--- src/rtl/cl_lane_scheduler_if.sv ---
// cl_lane_scheduler_if: FIFO-shell and worker-lane signals seen by the lane scheduler
interface cl_lane_scheduler_if #(
    parameter int DATA_WIDTH = 32,
    parameter int NUM_LANES  = 4
);
    logic                            data_empty;
    logic                            data_rd;
    logic [DATA_WIDTH-1:0]           data_din;
    logic                            data_full;
    logic                            data_wr;
    logic [DATA_WIDTH-1:0]           data_dout;
    logic [NUM_LANES-1:0]            lane_req_valid;
    logic [NUM_LANES*DATA_WIDTH-1:0] lane_req_data;
    logic [NUM_LANES-1:0]            lane_req_ready;
    logic [NUM_LANES-1:0]            lane_rsp_valid;
    logic [NUM_LANES*DATA_WIDTH-1:0] lane_rsp_data;
    logic [NUM_LANES-1:0]            lane_rsp_ready;

    modport master (
        input  data_empty, data_din, data_full, lane_req_ready, lane_rsp_valid, lane_rsp_data,
        output data_rd, data_wr, data_dout, lane_req_valid, lane_req_data, lane_rsp_ready
    );

    modport slave (
        output data_empty, data_din, data_full, lane_req_ready, lane_rsp_valid, lane_rsp_data,
        input  data_rd, data_wr, data_dout, lane_req_valid, lane_req_data, lane_rsp_ready
    );
endinterface

--- src/rtl/cl_lane_scheduler.sv ---
// cl_lane_scheduler: round-robin dispatch of FIFO words to worker lanes, in-order collection of results
module cl_lane_scheduler #(
    parameter int DATA_WIDTH = 32,
    parameter int NUM_LANES  = 4,
    parameter int LANE_IDX_W = 2
) (
    input  logic                  clock,
    input  logic                  reset_n,
    cl_lane_scheduler_if.master   bus,
    output logic [LANE_IDX_W:0]   inflight,
    output logic                  err_unexpected
);
    typedef enum logic [1:0] {IDLE, RD_WAIT, ISSUE} state_t;

    state_t                  state, state_nxt;
    logic [LANE_IDX_W-1:0]   d_ptr, c_ptr;
    logic [NUM_LANES-1:0]    outstanding, outstanding_nxt, set_mask, clr_mask;
    logic [LANE_IDX_W:0]     count_nxt;
    logic                    cooldown, issue_done, fire;

    assign issue_done      = (state == ISSUE) && bus.lane_req_ready[d_ptr];
    assign fire            = outstanding[c_ptr] && bus.lane_rsp_valid[c_ptr] && !bus.data_full && !cooldown;
    assign set_mask        = issue_done ? NUM_LANES'(1) << d_ptr : '0;
    assign clr_mask        = fire ? NUM_LANES'(1) << c_ptr : '0;
    assign outstanding_nxt = (outstanding | set_mask) & ~clr_mask;
    assign bus.lane_rsp_ready = clr_mask;

    // popcount of the post-edge outstanding set so inflight tracks it on the same edge
    always_comb begin
        count_nxt = '0;
        for (int i = 0; i < NUM_LANES; i++)
            count_nxt = count_nxt + (LANE_IDX_W+1)'(outstanding_nxt[i]);
    end

    // dispatch FSM state register
    always_ff @(posedge clock or negedge reset_n)
        if (!reset_n) state <= IDLE;
        else          state <= state_nxt;

    // dispatch FSM next state; pop only into a free lane, and never while held in reset
    always_comb begin
        state_nxt   = state;
        bus.data_rd = 1'b0;
        case (state)
            IDLE: if (reset_n && !bus.data_empty && !outstanding[d_ptr]) begin
                bus.data_rd = 1'b1;
                state_nxt   = RD_WAIT;
            end
            RD_WAIT: state_nxt = ISSUE;
            ISSUE:   state_nxt = bus.lane_req_ready[d_ptr] ? IDLE : ISSUE;
            default: state_nxt = IDLE;
        endcase
    end

    // request side: capture popped word for the current lane, hold until the lane takes it
    always_ff @(posedge clock or negedge reset_n)
        if (!reset_n) begin
            d_ptr              <= '0;
            bus.lane_req_valid <= '0;
            bus.lane_req_data  <= '0;
        end else begin
            if (state == RD_WAIT) begin
                bus.lane_req_valid <= NUM_LANES'(1) << d_ptr;
                bus.lane_req_data[d_ptr*DATA_WIDTH +: DATA_WIDTH] <= bus.data_din;
            end
            if (issue_done) begin
                bus.lane_req_valid <= '0;
                d_ptr              <= d_ptr + 1'b1;
            end
        end

    // collect side: accept only the oldest lane, push one word at most every other cycle
    always_ff @(posedge clock or negedge reset_n)
        if (!reset_n) begin
            c_ptr          <= '0;
            outstanding    <= '0;
            inflight       <= '0;
            cooldown       <= 1'b0;
            bus.data_wr    <= 1'b0;
            bus.data_dout  <= '0;
            err_unexpected <= 1'b0;
        end else begin
            outstanding <= outstanding_nxt;
            inflight    <= count_nxt;
            cooldown    <= fire;
            bus.data_wr <= fire;
            if (fire) begin
                bus.data_dout <= bus.lane_rsp_data[c_ptr*DATA_WIDTH +: DATA_WIDTH];
                c_ptr         <= c_ptr + 1'b1;
            end
            if (|(bus.lane_rsp_valid & ~outstanding)) err_unexpected <= 1'b1;
        end
endmodule

--- src/flat_wrapper.sv ---
// flat-port wrapper written by rule: the top's interface ports become plain ports
module cl_lane_scheduler_flat 
#(
    parameter int DATA_WIDTH = 32,
    parameter int NUM_LANES  = 4,
    parameter int LANE_IDX_W = 2
)
  (clock, reset_n, inflight, err_unexpected, bus_data_empty, bus_data_din, bus_data_full, bus_lane_req_ready, bus_lane_rsp_valid, bus_lane_rsp_data, bus_data_rd, bus_data_wr, bus_data_dout, bus_lane_req_valid, bus_lane_req_data, bus_lane_rsp_ready);
  cl_lane_scheduler_if #(.DATA_WIDTH(DATA_WIDTH), .NUM_LANES(NUM_LANES)) bus_i ();
  input  logic clock;
  input  logic reset_n;
  output logic [LANE_IDX_W:0] inflight;
  output logic err_unexpected;
  input wire logic [$bits(bus_i.data_empty)-1:0] bus_data_empty;
  input wire logic [$bits(bus_i.data_din)-1:0] bus_data_din;
  input wire logic [$bits(bus_i.data_full)-1:0] bus_data_full;
  input wire logic [$bits(bus_i.lane_req_ready)-1:0] bus_lane_req_ready;
  input wire logic [$bits(bus_i.lane_rsp_valid)-1:0] bus_lane_rsp_valid;
  input wire logic [$bits(bus_i.lane_rsp_data)-1:0] bus_lane_rsp_data;
  output wire logic [$bits(bus_i.data_rd)-1:0] bus_data_rd;
  output wire logic [$bits(bus_i.data_wr)-1:0] bus_data_wr;
  output wire logic [$bits(bus_i.data_dout)-1:0] bus_data_dout;
  output wire logic [$bits(bus_i.lane_req_valid)-1:0] bus_lane_req_valid;
  output wire logic [$bits(bus_i.lane_req_data)-1:0] bus_lane_req_data;
  output wire logic [$bits(bus_i.lane_rsp_ready)-1:0] bus_lane_rsp_ready;
  assign bus_i.data_empty = bus_data_empty;
  assign bus_i.data_din = bus_data_din;
  assign bus_i.data_full = bus_data_full;
  assign bus_i.lane_req_ready = bus_lane_req_ready;
  assign bus_i.lane_rsp_valid = bus_lane_rsp_valid;
  assign bus_i.lane_rsp_data = bus_lane_rsp_data;
  assign bus_data_rd = bus_i.data_rd;
  assign bus_data_wr = bus_i.data_wr;
  assign bus_data_dout = bus_i.data_dout;
  assign bus_lane_req_valid = bus_i.lane_req_valid;
  assign bus_lane_req_data = bus_i.lane_req_data;
  assign bus_lane_rsp_ready = bus_i.lane_rsp_ready;
  cl_lane_scheduler #(.DATA_WIDTH(DATA_WIDTH), .NUM_LANES(NUM_LANES), .LANE_IDX_W(LANE_IDX_W)) u_core (.clock(clock), .reset_n(reset_n), .bus(bus_i), .inflight(inflight), .err_unexpected(err_unexpected));
endmodule
--- config.mk ---
export PLATFORM = sky130hd
export DESIGN_NAME = cl_lane_scheduler_flat
export DESIGN_NICKNAME = d
export VERILOG_FILES = /design/src/rtl/cl_lane_scheduler_if.sv /design/src/rtl/cl_lane_scheduler.sv /design/src/flat_wrapper.sv
export SDC_FILE = /design/constraint.sdc
export NUM_CORES = 1
export LEC_CHECK = 0
export ABC_CLOCK_PERIOD_IN_PS = 3120
export BUFFER_PORTS_ARGS = -buffer_cell sky130_fd_sc_hd__buf_2
export CAP_MARGIN = 0
export CORE_MARGIN = 8
export CORE_UTILIZATION = 47
export DETAILED_ROUTE_END_ITERATION = 8
export GPL_ROUTABILITY_DRIVEN = 0
export PLACE_DENSITY = 0.76
export REMOVE_ABC_BUFFERS = 1
export SLEW_MARGIN = 10
export SYNTH_ARGS = -nofsm -noshare
export SYNTH_HDL_FRONTEND = slang
export SYNTH_SLANG_ARGS = --single-unit
--- constraint.sdc ---
create_clock -name clock -period 3.12 [get_ports clock]
set_input_delay 0.156 -clock clock [delete_from_list [all_inputs] [get_ports clock]]
set_output_delay 0.156 -clock clock [all_outputs]
set_load 0.03 [all_outputs]
==> summary.md <==
| Metric | Value |
|---|---|
| Maxcap violations | 0 |
| Leading area contributor after synthesis | dfrtp_1 |
| Synth async-reset ratio | 100% |
| Largest stage delay, worst path | between 0.4 and 0.5 ns |
| Worst path slowest cell | a2111oi_2 |
| Skew final | 0.00973 ns |
| Clk buf depth | 2 |
| DRC violations left | 0 |
| Post-route cell area | 0.0104 sq mm |
| Mean Syn Cell Area | roughly 15 sq um |
| Critical path type | reg2out |
| Pleak | ~0.0055 uW |
| CP required | between 2 and 3 ns |
| Cell Pwr Density | 988 mW/mm^2 |
| Total congestion overflow | 0 |
| Synth top area cells | dfrtp_1 (59%), a22o_1 (15%), mux4_2 (9.8%) |
| Library cells used by synthesis | 35 |
| Antenna-violating nets left | 0 |
| VDD IR max | between 0.6 and 0.7 mV |
| Hold WS | just under 0.01 ns |
| Nets | 1,056 |
| TritonCTS buffer count | 17 |
| Worst EP arrival | approximately 2.6 ns |
| First-pass GRT wire length | 38,800 um |
| Warnings from Yosys | 0 |
| Post-synthesis register bit count | ~180 |
| Initial antenna violation count | 10 |
| I/O pin count | about 350 |
| Max Fanout on Critical Path | 39 |
| Initial Util | a little under half |
| Post-CTS sizing | 0 |
| Pin count of the biggest net entering global routing | 75 |
| Seq/Total Area, Yosys | around three fifths |
| Die H | about 140 um |
| Worst-path cell chain | nand3b_1 -> a2111oi_2 -> a31o_2 -> buf_4 -> and2_1 -> buf_2 |
| Global-route usage over all layers | 24.9% |
| Port bufs | ~350 |
| Vias post-DR | between 6,000 and 7,000 |
| Layout Cells excl Fill | approximately 1,100 |
| HPWL Detailed | between 15,000 and 20,000 um |
| Cts hold-fix bufs | 28 |
| Setup Buffers After CTS | 0 |
| CTS tree | done |
| Min Tclk post-route | 2.75 ns |
| Share of the synthesized area in the top cell type | around three fifths |
| H-Tree Depth | 4 |
| Die width | between 100 and 150 um |
| Slew margin rel. | about half |
| First-pass DRT Iterations | 4 |
| Drt wl/cell | 23.2 um |
| Fill count | around 1,200 |
| Unrepaired setup endpoints after global routing | false |
| Worst-path clk slew | around 0.070 ns |
| WL final | 25,700 um |
| DP Worst Slack | ~0.44 ns |
| Setup WS post-layout | between 0.3 and 0.4 ns |
| Status | finished clean |
| Clk sinks | 179 |
| EDFF count, synth | 0 |
| Setup violators final | 0 |
| Initial DRC Count | 316 |
| Slew Limit Fails | 0 |
| Worst hold path type | in2reg |
| Core area | roughly 0.016 sq mm |
| Worst Setup End Kind | output port |
| Worst Setup Start Kind | register |
| Row count | between 40 and 50 |
| DR vias/cell | around 5.6 |
| Total die area | between 0.02 and 0.025 sq mm |
| Cell with the most instances after synthesis | dfrtp_1 |
| CP top delay family | compound AO/OA/AOI/OAI gates |
| Endpoints failing hold | 0 |
| Netlist Area Pre-Place | between 0.007 and 0.008 sq mm |
| Area after DPL | around 0.0095 sq mm |
| Most used DFF post-synth | dfrtp_1 |
| Synthesized instance count | between 400 and 500 |
| Clk Latency, worst-skew pair | 0.43 ns |
| Synth-to-Final Area Change | 37.3% |
| Vias in the first global route | roughly 6,800 |
| Worst slew pin tran | about 0.7 ns |
| Fmax | about 360 MHz |
| Fin crit share | 88.1% |
| Clock root cell | clkbuf_16 |
| Inst Count DP | 1,038 |
| WP buf/inv | 2 |
| Commonest cells post-synth | dfrtp_1 (179), a22o_1 (128), mux4_2 (33) |
| Layout cells sized above 1 | between 50% and 60% |
report_power, final:
part           internal, uW  switching (uW)  leakage, uW
sequential             3080             518      0.00238
clock                  1060             991     0.000277
combinational          1790            2840      0.00286
total                  5940            4350      0.00551
stage by stage:
| stage | setup TNS, ns | total power (uW) | util [%] |
|---|---|---|---|
| 2_1_floorplan | -1.11 | 6720 | - |
| 3_3_place_gp | 0 | 8140 | 60.2 |
| 3_5_place_dp | 0 | 8240 | 60.2 |
| 4_1_cts | 0 | 10300 | 65.6 |
| 5_1_grt | 0 | 10800 | 65.8 |
| 6_report | 0 | 10300 | 65.8 |
worst reg2reg max path: stages, from the launching register on:
cell	delay (ns)
dfrtp_1	0.60
mux4_2	0.56
nor3b_2	0.21
a21oi_1	0.22
a21oi_2	0.06
ha_1	0.27
inv_1	0.04
fa_1	0.36
inv_1	0.07
ha_1	0.22
layout make-up:
cell class / count / area [sq um] / share of cell area [%]
clock inverter: 14 / 139 / 1.33
inverter: 12 / 45.0 / 0.432
antenna: 9 / 22.5 / 0.216
multi-input combinational: 266 / 2840 / 27.3
sequential: 179 / 4480 / 43.0
tap: 216 / 270 / 2.59
timing repair buffer: 394 / 2190 / 21.0
clock buffer: 18 / 429 / 4.12
path summary, 6_finish.rpt:
kind | startpoint | depth (start not counted) | end | slack [ns]
worst max-delay path | u_core.c_ptr[1]$_DFFE_PN0P_ | 6 | bus_lane_rsp_ready[0] | 0.37
worst min-delay path | bus_data_din[19] | 2 | u_core.bus.lane_req_data[51]$_DFFE_PN0P_ | 0.01
worst max register to register | u_core.d_ptr[0]$_DFFE_PN0N_ | 9 | u_core.inflight[1]$_DFF_PN0_ | 0.40
worst min register to register | u_core.err_unexpected$_DFFE_PN0P_ | 2 | u_core.err_unexpected$_DFFE_PN0P_ | 0.49
max in group asynchronous | reset_n | 3 | u_core.bus.data_dout[18]$_DFFE_PN0P_ | 1.81
min in group asynchronous | reset_n | 2 | u_core.bus.lane_req_data[80]$_DFFE_PN0P_ | 0.25
sequential cells by signal, indices dropped and copies added, names as in the netlist, 2 cells and up:
name	cells
u_core.outstanding	4
u_core.d_ptr	2
u_core.bus.data_dout	32
u_core.bus.lane_req_valid	4
u_core.state	2
u_core.bus.lane_req_data	128
u_core.inflight	3
u_core.c_ptr	2
cells by family (layout without fill, tap and decap cells):
logic type | count (synthesis) | after routing | synth area share, %
flip-flops | 179 | 179 | 59.0
multiplexers | 67 | 67 | 15.0
AO/OA/AOI/OAI | 150 | 150 | 16.7
AND/OR/NAND/NOR | 34 | 34 | 3.25
XOR/XNOR | 1 | 1 | 0.115
other | 0 | 9 | 0
buffers and inverters | 51 | 438 | 3.50
adder cells (fa/ha/maj) | 14 | 14 | 2.41
per-layer routing:
layer / part of all wire (%) / track usage [%]
met5: 0.031 / 0
met4: 2.2 / 10.3
met3: 11 / 9.55
met2: 50 / 41.0
met1: 37 / 28.6
cells in the final DEF (no fill, tap or decap), types with 2 or more instances in the layout:
cell / synthesis / routed
nor2_1: 5 / 5
clkbuf_16: 0 / 17
ha_1: 13 / 13
diode_2: 0 / 9
buf_4: 2 / 19
nor3_1: 4 / 4
a22o_1: 128 / 128
a21oi_1: 11 / 11
nand2_1: 9 / 9
inv_8: 0 / 4
clkinv_4: 0 / 4
a21o_1: 2 / 2
and2_1: 4 / 4
inv_6: 0 / 4
buf_2: 17 / 344
mux2_2: 32 / 32
dlygate4sd3_1: 0 / 29
o21ai_0: 3 / 3
nand3_1: 2 / 2
mux4_2: 33 / 33
a21oi_2: 2 / 2
inv_1: 12 / 12
nor4b_4: 3 / 3
nor4_1: 2 / 2
dfrtp_1: 179 / 178
(Power assumes the default switching activity.)
